==> src/rtl/renkon_loader_if.sv <==
// Host word-stream interface for renkon_loader.
// Ports:
//   s_valid - host word valid (master -> slave)
//   s_data  - host word, signed (master -> slave)
//   s_ready - loader accepts the word this cycle (slave -> master)
interface renkon_loader_if #(
  parameter int DWIDTH = 16
) ();
  logic                     s_valid;
  logic signed [DWIDTH-1:0] s_data;
  logic                     s_ready;

  modport master (output s_valid, output s_data, input s_ready);
  modport slave  (input s_valid, input s_data, output s_ready);
endinterface

==> src/rtl/renkon_loader.sv <==
// renkon_loader: streams host words into the renkon_top image memory or the
// per-core network memories, producing the layout the conv core expects
// (per-core weight blocks with trailing bias, zero blocks for unused cores of
// the last output group).
// Ports:
//   clk, xrst            - clock, asynchronous active-low reset
//   start, mode          - load request (IDLE only); 0 = image, 1 = network
//   total_out, total_in,
//   img_size, fil_size,
//   base_addr            - layer geometry and start address, latched on start
//   host                 - host word stream (slave side)
//   img_we/img_addr/write_img  - image memory write port
//   net_we/net_addr/write_net  - network memory write port (net_we = core+1)
//   busy, done           - activity flag and one-cycle completion pulse
//
// state | meaning
// IDLE  | waiting for start
// SETUP | compute block size from latched geometry
// LOAD  | accept host words, one write per handshake
// PAD   | zero-fill remaining cores of the last output group
// DONE  | completion; done pulse follows
module renkon_loader #(
  parameter int DWIDTH  = 16,
  parameter int IMGSIZE = 12,
  parameter int NETSIZE = 14,
  parameter int CORE    = 8,
  parameter int CORELOG = 3,
  parameter int LWIDTH  = 10
) (
  input  logic                      clk,
  input  logic                      xrst,
  input  logic                      start,
  input  logic                      mode,
  input  logic [LWIDTH-1:0]         total_out,
  input  logic [LWIDTH-1:0]         total_in,
  input  logic [LWIDTH-1:0]         img_size,
  input  logic [LWIDTH-1:0]         fil_size,
  input  logic [NETSIZE-1:0]        base_addr,
  renkon_loader_if.slave            host,
  output logic                      img_we,
  output logic [IMGSIZE-1:0]        img_addr,
  output logic signed [DWIDTH-1:0]  write_img,
  output logic [CORELOG:0]          net_we,
  output logic [NETSIZE-1:0]        net_addr,
  output logic signed [DWIDTH-1:0]  write_net,
  output logic                      busy,
  output logic                      done
);

  localparam int PW = 3 * LWIDTH;

  typedef enum logic [2:0] {S_IDLE, S_SETUP, S_LOAD, S_PAD, S_DONE} state_t;

  state_t state, state_nx;

  logic                mode_r;
  logic [LWIDTH-1:0]   tot_out_r, tot_in_r, img_size_r, fil_size_r;
  logic [NETSIZE-1:0]  base_r;
  logic [NETSIZE-1:0]  size_r;     // N (image) or B (network)
  logic [NETSIZE-1:0]  cnt;        // word index i (image) or k (network)
  logic [CORELOG-1:0]  dn;
  logic [NETSIZE-1:0]  row_base;   // base + g*B
  logic [LWIDTH-1:0]   ch;         // cores fully loaded so far

  logic [IMGSIZE-1:0]  n_img;
  logic [NETSIZE-1:0]  b_net;
  logic                setup_zero;
  logic                fire, last_k, core_last;
  logic [LWIDTH-1:0]   ch_inc;
  logic [CORELOG:0]    net_sel;
  logic [NETSIZE-1:0]  cnt_adv, row_adv;
  logic [CORELOG-1:0]  dn_adv;

  // Full-width products, then truncated to the address width.
  assign n_img = IMGSIZE'(PW'(tot_in_r) * PW'(img_size_r) * PW'(img_size_r));
  assign b_net = NETSIZE'(PW'(tot_in_r) * PW'(fil_size_r) * PW'(fil_size_r))
                 + NETSIZE'(1);

  assign setup_zero = mode_r ? ((tot_out_r == '0) || (tot_in_r == '0))
                             : (n_img == '0);

  assign host.s_ready = (state == S_LOAD);
  assign fire         = host.s_ready && host.s_valid;
  assign last_k       = (cnt == size_r - NETSIZE'(1));
  assign core_last    = (dn == CORELOG'(CORE - 1));
  assign ch_inc       = ch + LWIDTH'(1);
  assign net_sel      = {1'b0, dn} + (CORELOG+1)'(1);

  always_ff @(posedge clk or negedge xrst) begin
    if (!xrst) state <= S_IDLE;
    else       state <= state_nx;
  end

  always_comb begin
    state_nx = state;
    cnt_adv  = last_k ? '0 : cnt + NETSIZE'(1);
    dn_adv   = dn;
    row_adv  = row_base;
    if (last_k) begin
      if (core_last) begin
        dn_adv  = '0;
        row_adv = row_base + size_r;
      end else begin
        dn_adv  = dn + CORELOG'(1);
      end
    end

    case (state)
      S_IDLE:  if (start) state_nx = S_SETUP;
      S_SETUP: state_nx = setup_zero ? S_DONE : S_LOAD;
      S_LOAD: begin
        if (fire) begin
          if (!mode_r) begin
            if (last_k) state_nx = S_DONE;
          end else if (last_k && (ch_inc == tot_out_r)) begin
            // Ending exactly on a group boundary needs no padding.
            state_nx = core_last ? S_DONE : S_PAD;
          end
        end
      end
      S_PAD:   if (last_k && core_last) state_nx = S_DONE;
      S_DONE:  state_nx = S_IDLE;
      default: state_nx = S_IDLE;
    endcase
  end

  always_ff @(posedge clk or negedge xrst) begin
    if (!xrst) begin
      mode_r     <= 1'b0;
      tot_out_r  <= '0;
      tot_in_r   <= '0;
      img_size_r <= '0;
      fil_size_r <= '0;
      base_r     <= '0;
      size_r     <= '0;
      cnt        <= '0;
      dn         <= '0;
      row_base   <= '0;
      ch         <= '0;
      img_we     <= 1'b0;
      img_addr   <= '0;
      write_img  <= '0;
      net_we     <= '0;
      net_addr   <= '0;
      write_net  <= '0;
      busy       <= 1'b0;
      done       <= 1'b0;
    end else begin
      img_we <= 1'b0;
      net_we <= '0;
      // Outputs trail the state by one cycle, so busy stays up through the
      // done pulse and drops on the cycle after it.
      busy   <= (state_nx != S_IDLE) || (state == S_DONE);
      done   <= (state == S_DONE);

      case (state)
        S_IDLE: begin
          if (start) begin
            mode_r     <= mode;
            tot_out_r  <= total_out;
            tot_in_r   <= total_in;
            img_size_r <= img_size;
            fil_size_r <= fil_size;
            base_r     <= base_addr;
          end
        end
        S_SETUP: begin
          size_r   <= mode_r ? b_net : NETSIZE'(n_img);
          cnt      <= '0;
          dn       <= '0;
          ch       <= '0;
          row_base <= base_r;
        end
        S_LOAD: begin
          if (fire) begin
            if (!mode_r) begin
              img_we    <= 1'b1;
              img_addr  <= base_r[IMGSIZE-1:0] + cnt[IMGSIZE-1:0];
              write_img <= host.s_data;
              cnt       <= cnt + NETSIZE'(1);
            end else begin
              net_we    <= net_sel;
              net_addr  <= row_base + cnt;
              write_net <= host.s_data;
              cnt       <= cnt_adv;
              dn        <= dn_adv;
              row_base  <= row_adv;
              if (last_k) ch <= ch_inc;
            end
          end
        end
        S_PAD: begin
          net_we    <= net_sel;
          net_addr  <= row_base + cnt;
          write_net <= '0;
          cnt       <= cnt_adv;
          dn        <= dn_adv;
          row_base  <= row_adv;
        end
        default: ;
      endcase
    end
  end

endmodule

==> src/flat_wrapper.sv <==
// flat-port wrapper written by rule: the top's interface ports become plain ports
module renkon_loader_flat 
#(
  parameter int DWIDTH  = 16,
  parameter int IMGSIZE = 12,
  parameter int NETSIZE = 14,
  parameter int CORE    = 8,
  parameter int CORELOG = 3,
  parameter int LWIDTH  = 10
)
  (clk, xrst, start, mode, total_out, total_in, img_size, fil_size, base_addr, img_we, img_addr, write_img, net_we, net_addr, write_net, busy, done, host_s_valid, host_s_data, host_s_ready);
  renkon_loader_if #(.DWIDTH(DWIDTH)) host_i ();
  input  logic clk;
  input  logic xrst;
  input  logic start;
  input  logic mode;
  input  logic [LWIDTH-1:0] total_out;
  input  logic [LWIDTH-1:0] total_in;
  input  logic [LWIDTH-1:0] img_size;
  input  logic [LWIDTH-1:0] fil_size;
  input  logic [NETSIZE-1:0] base_addr;
  output logic img_we;
  output logic [IMGSIZE-1:0] img_addr;
  output logic signed [DWIDTH-1:0] write_img;
  output logic [CORELOG:0] net_we;
  output logic [NETSIZE-1:0] net_addr;
  output logic signed [DWIDTH-1:0] write_net;
  output logic busy;
  output logic done;
  input wire logic [$bits(host_i.s_valid)-1:0] host_s_valid;
  input wire logic [$bits(host_i.s_data)-1:0] host_s_data;
  output wire logic [$bits(host_i.s_ready)-1:0] host_s_ready;
  assign host_i.s_valid = host_s_valid;
  assign host_i.s_data = host_s_data;
  assign host_s_ready = host_i.s_ready;
  renkon_loader #(.DWIDTH(DWIDTH), .IMGSIZE(IMGSIZE), .NETSIZE(NETSIZE), .CORE(CORE), .CORELOG(CORELOG), .LWIDTH(LWIDTH)) u_core (.clk(clk), .xrst(xrst), .start(start), .mode(mode), .total_out(total_out), .total_in(total_in), .img_size(img_size), .fil_size(fil_size), .base_addr(base_addr), .host(host_i), .img_we(img_we), .img_addr(img_addr), .write_img(write_img), .net_we(net_we), .net_addr(net_addr), .write_net(write_net), .busy(busy), .done(done));
endmodule
==> config.mk <==
export PLATFORM = sky130hd
export DESIGN_NAME = renkon_loader_flat
export DESIGN_NICKNAME = d
export VERILOG_FILES = /design/src/rtl/renkon_loader_if.sv /design/src/rtl/renkon_loader.sv /design/src/flat_wrapper.sv
export SDC_FILE = /design/constraint.sdc
export NUM_CORES = 1
export LEC_CHECK = 0
export ABC_CLOCK_PERIOD_IN_PS = 29000
export BUFFER_PORTS_ARGS = -buffer_cell sky130_fd_sc_hd__buf_2
export CORE_ASPECT_RATIO = 1.25
export CORE_UTILIZATION = 25
export CTS_BUF_LIST = sky130_fd_sc_hd__clkbuf_4
export DETAILED_ROUTE_END_ITERATION = 6
export PLACE_DENSITY = 0.45
export SYNTH_ARGS = -nofsm -noshare
export SYNTH_HDL_FRONTEND = slang
export SYNTH_SLANG_ARGS = --single-unit
==> constraint.sdc <==
create_clock -name clk -period 29 [get_ports clk]
set_clock_uncertainty 0.1 [all_clocks]
set_input_delay 4.35 -clock clk [delete_from_list [all_inputs] [get_ports clk]]
set_output_delay 4.35 -clock clk [all_outputs]
set_load 0.02 [all_outputs]
# ---- After elaboration in Yosys (flattened, before gate mapping)
# Cells that the tools add are included.
dict set report totals {
  elab_cells 104
  in_bits 75
  register_bits 178
}
dict set report classes {
  eq_ne 10
  n_bitwise 1
  n_reduce_logical 19
  n_mux 41
  n_mul 4
  add_sub_neg 9
}
# cell n
set ops {}
lappend ops {{$mux W14} 10}
lappend ops {{$pmux W14 S3} 2}
lappend ops {{$mul A10 B10 Y20} 2}
lappend ops {{$mux W3} 12}
lappend ops {{$mux W16} 2}
lappend ops {{$pmux W16 S2} 1}
lappend ops {{$mux W10} 3}
lappend ops {{$add A14 B1 Y14 const B} 2}
lappend ops {{$add A14 B14 Y14} 2}
lappend ops {{$pmux W14 S2} 1}
lappend ops {{$logic_not A10 Y1} 2}
lappend ops {{$mul A20 B10 Y12} 1}
lappend ops {{$mul A20 B10 Y14} 1}
lappend ops {{$pmux W10 S2} 1}
lappend ops {{$eq A14 B14 Y1} 1}
lappend ops {{$sub A14 B1 Y14 const B} 1}
lappend ops {{$add A12 B12 Y12} 1}
lappend ops {{$logic_not A12 Y1} 1}
lappend ops {{$pmux W3 S4} 1}
lappend ops {{$add A10 B1 Y10 const B} 1}
lappend ops {{$eq A10 B10 Y1} 1}
lappend ops {{$pmux W3 S3} 1}
lappend ops {{$reduce_and A3 Y1} 3}
lappend ops {{$mux W4} 2}
lappend ops {{other kinds (16)} 29}

# ---- Depth between registers and ports, before layout
dict set report depth {
  ltp_word 9
  depth_mapped 36
}

# ---- Least setup slack after synthesis
# OpenSTA, ideal clock, no wires.
dict set report synth_timing {
  kind {reg2reg}
  start {register u_core.tot_in_r[3]}
  end {register u_core.size_r[13]}
  path_slack_ns 19.778
  stages_incl_launch_ff 36
  required_time_ns 28.780
  period_less_slack_ns 9.222
  setup_ns 0.120
  arrival_ns 9.002
  cell_sequence {dfrtp_1 -> clkbuf_1 -> clkbuf_1 -> and2_1 -> fa_1 -> inv_1 -> fa_1 -> inv_1 -> ha_1 -> inv_1 -> fa_1 -> inv_1 -> fa_1 -> ha_1 -> o21a_1 -> o41a_1 -> a21o_1 -> a21o_1 -> xor2_1 -> and2_1 -> fa_1 -> inv_1 -> fa_1 -> fa_1 -> fa_1 -> inv_1 -> fa_1 -> xnor2_1 -> xnor2_1 -> xnor2_1 -> xnor2_1 -> xnor3_1 -> xnor2_1 -> xnor2_1 -> xnor3_1 -> a31o_2}
}
dict set report synth_via {
  elab_chain_len 4
}
# item line
set synth_rtl {}
lappend synth_rtl {{start, declared} renkon_loader.sv:57} ;# logic [LWIDTH-1:0] tot_out_r, tot_in_r, img_size_r, fil_size_r;
lappend synth_rtl {{start signal, assigned} renkon_loader.sv:161} ;# tot_in_r <= total_in;
lappend synth_rtl {{$mul A10 B10 Y20} renkon_loader.sv:76} ;# assign b_net = NETSIZE'(PW'(tot_in_r) * PW'(fil_size_r) * PW'(fil_size_r))
lappend synth_rtl {{$mul A20 B10 Y14} renkon_loader.sv:76}
lappend synth_rtl {{$add A14 B1 Y14} renkon_loader.sv:77} ;# + NETSIZE'(1);
lappend synth_rtl {{$mux W14} renkon_loader.sv:168} ;# size_r <= mode_r ? b_net : NETSIZE'(n_img);
lappend synth_rtl {{end signal, assigned} renkon_loader.sv:168}
lappend synth_rtl {{end, declared} renkon_loader.sv:59} ;# logic [NETSIZE-1:0] size_r;
# Every way passes these cells.
# A chain may end at the register's enable or synchronous reset.

# ---- Final worst setup path
dict set report layout_timing {
  start {register u_core.img_size_r[2]}
  end {register u_core.state[1]}
}
dict set report layout_via {
  elab_chain_len 6
}
# item line
set layout_rtl {}
lappend layout_rtl {{start, declared} renkon_loader.sv:57}
lappend layout_rtl {{start signal, assigned} renkon_loader.sv:162} ;# img_size_r <= img_size;
lappend layout_rtl {{$mul A10 B10 Y20} renkon_loader.sv:75} ;# assign n_img = IMGSIZE'(PW'(tot_in_r) * PW'(img_size_r) * PW'(img_size_r));
lappend layout_rtl {{$mul A20 B10 Y12 (*)} renkon_loader.sv:75}
lappend layout_rtl {{$logic_not A12 Y1 (*)} renkon_loader.sv:80} ;# : (n_img == '0);
lappend layout_rtl {{$mux W1 (*)} renkon_loader.sv:79} ;# assign setup_zero = mode_r ? ((tot_out_r == '0) || (tot_in_r == '0))
lappend layout_rtl {{$mux W3 (*)} renkon_loader.sv:110} ;# S_SETUP: state_nx = setup_zero ? S_DONE : S_LOAD;
lappend layout_rtl {{$pmux W3 S4 (*)} renkon_loader.sv:108} ;# case (state)
lappend layout_rtl {{named net u_core.state_nx[1]} renkon_loader.sv:54} ;# state_t state, state_nx;
lappend layout_rtl {{end signal, assigned} renkon_loader.sv:91} ;# else state <= state_nx;
lappend layout_rtl {{end, declared} renkon_loader.sv:54}
# Mark *: on every way through the listed nets, which the timed path passes. The rest lies on a longest branch.

==> out/metrics.cfg <==
[sta]
clock.fmax_mhz = 102.2
tns_ns = 0
setup_viol = 0
hold_violations = 0
timing.final.crit_share_pct = 33.74
fin_crit_ns = 9.785
worst_pin_slew_ns = 1.055
rsz0062_at_grt = false
setup_ws_ns = 19.21
slew_headroom_pct = 29.68
drv_slew = 0

[global_routing]
grt_usage_pct = 13.32
grt_pass1_vias = 14378
grt_pass1_wl_um = 78480
antenna_found_initial = 2
grt_overflow = 0
grt_max_degree = 128

[drt]
wl_um = 47420
dr.pass1.iters = 5
final_antenna_net_count = 0
vias = 13710
vias_per_cell = 4.461
drtIter0Drc = 564
wl_per_cell_um = 15.43
drc = 0

[critical_path]
path_delay_family = adder cells
crit_buf_inv = 4
worstSetupPathType = flop to flop
r2r_end = u_core.state[1]
critPathRequiredTime_ns = 29.48
arrival_ns = 10.26
slowest_delay_ns = 0.88
cp-end-kind = flop
rr_worst_depth = 30
rrSetupSlack_ns = 19.21
crit_fanout = 21
critPathLaunchType = flop
r2r-start = u_core.img_size_r[2]
critPathSlowestCell = dfrtp_1
cp_common_cell = fa_1

[placement]
io_buffers = 140
dp_hpwl_um = 37260
place_ws_ns = 19.22
gp_congestion = 0.7974

[logic_synthesis]
yosys-top-cells-area = dfrtp_1 (24%), fa_1 (20%), ha_1 (11%)
synth_fp_nets = 2431
async_flop_share_pct = 100.0
ys_seq_area_share_pct = 24.18
yosys.area.top_type = dfrtp_1
synth.top_cell.area_share_pct = 24.18
synth_flop_cell = dfrtp_1
yosysWarnings = 0
synth_edf_count = 0
ys_ff_latch = 178
synth_area_um2 = 18420
syn_inst = 2020
avgSynthCellArea_um2 = 9.121
ys_types = 62

[clock_network]
cts_buffers = 17
cts_buffer_depth = 2
ctsHoldBuffers = 0
postCtsSetupBuffers = 0
clk_pin_slew_ns = 0.19
clk-insertion-delay-late_ns = 0.74
tritoncts = yes
clockRootBuffer = clkbuf_4
clock_sinks = 178
ctsHtreeMaxLevel = 4
cts_resized = 0

[layout]
mostFrequentLayoutCell = nand2_1
nets = 2517
drive_above_1_share_pct = 12.03
area_growth_pct = 10.75
layout_common_cells = nand2_1 (291), inv_1 (237), and2_1 (181), fa_1 (181), dfrtp_1 (178)
fin_util_pct = 28.13

[floorplan]
rows = 110
fp.dieH_um = 305.5
core_um2 = 72530
die_w_um = 244.8
initial_core_util_pct = 25.40
ios = 141
die-area_um2 = 74790

[worst_hold_path]
hold_path_end = u_core.write_img[7]
hold_path_startpoint = u_core.write_img[7]
hp-class = flop to flop
holdPathStages = 2

[job]
timing.max_cap.violations = 0

[status]
status = complete, no violations

## cell type report
class / count / area [um^2]
Clock buffer: 17 / 127.6
Clock inverter: 15 / 156.4
Timing Repair Buffer: 154 / 814.5
Multi-Input combinational cell: 1517 / 12760
Inverter: 238 / 893.4
Sequential cell: 178 / 4454
Antenna cell: 2 / 5.005
Fill cell: 7775 / 52130
Tap cell: 952 / 1191
## state kept, by name, indices dropped and copies added, names as in the netlist, 3 cells and up
register	flops
u_core.net_addr	14
u_core.net_we	4
u_core.row_base	14
u_core.img_size_r	10
u_core.ch	10
u_core.base_r	14
u_core.tot_in_r	10
u_core.dn	3
u_core.img_addr	12
u_core.state	3
u_core.cnt	14
u_core.write_img	16
u_core.tot_out_r	10
u_core.size_r	14
u_core.fil_size_r	10
u_core.write_net	16
## layer usage
layer	share of wire, %	vias to the layer above	routed length [um]	GRT usage, %
met1	44	6795	21050	16.76
met4	2.0	0	960	3.881
li1	-	6661	-	-
met2	50	217	23920	23.33
met5	0	-	0	0
met3	3.1	37	1485	2.002
## kinds of logic after synthesis
family	Yosys count	share of synthesized area (%)
AND/OR/NAND/NOR	703	18.72
adder cells (fa/ha/maj)	336	30.19
buffers and inverters	325	6.635
AO/OA/AOI/OAI	251	8.279
flip-flops	178	24.18
XOR/XNOR	160	7.980
multiplexers	67	4.020
## Yosys cell counts, types with 6 or more instances
cell,count
inv_1,237
nand3_1,15
fa_1,181
mux2i_1,11
nand2_1,291
and2_1,181
a21boi_0,8
nor4_1,6
nor2_1,85
nand2b_1,21
a21o_1,15
o21bai_1,6
o21ai_1,16
dfrtp_1,178
xnor2_1,104
nor3_1,27
o41ai_1,10
o31ai_1,9
clkbuf_1,81
xor2_1,51
o21ai_0,85
a21oi_1,64
and3_1,26
ha_1,155
nor2b_1,23
mux2_2,56
## worst max-delay path by stage
stage / cells after the start / to / startpoint
after floorplan: 35 / u_core.size_r[13] / u_core.tot_in_r[3]
after global placement: 33 / u_core.size_r[13] / u_core.fil_size_r[1]
after detailed placement: 32 / u_core.size_r[13] / u_core.fil_size_r[1]
after CTS: 32 / u_core.size_r[13] / u_core.fil_size_r[1]
after global routing: 31 / u_core.state[2] / u_core.img_size_r[2]
final: 30 / u_core.state[1] / u_core.img_size_r[2]
## worst min-delay path, cell delays in order, from the launching register on
cell,delay (ns)
dfrtp_1,0.37
nand2_1,0.05
nand2_1,0.06
## metrics by stage
stage                     area [um^2]  instances  hold slack [ns]
final                           20400       3073           0.3947
after global routing            20400       3072           0.4284
after CTS                       20400       3071           0.3989
after detailed placement        20120       3039           0.3583
after global placement          20120       3039           0.3521
after floorplan                 18420       2020           0.3684
Power is not shown: default switching activity piles up to over one toggle a cycle in this logic, so the estimate is an artifact.
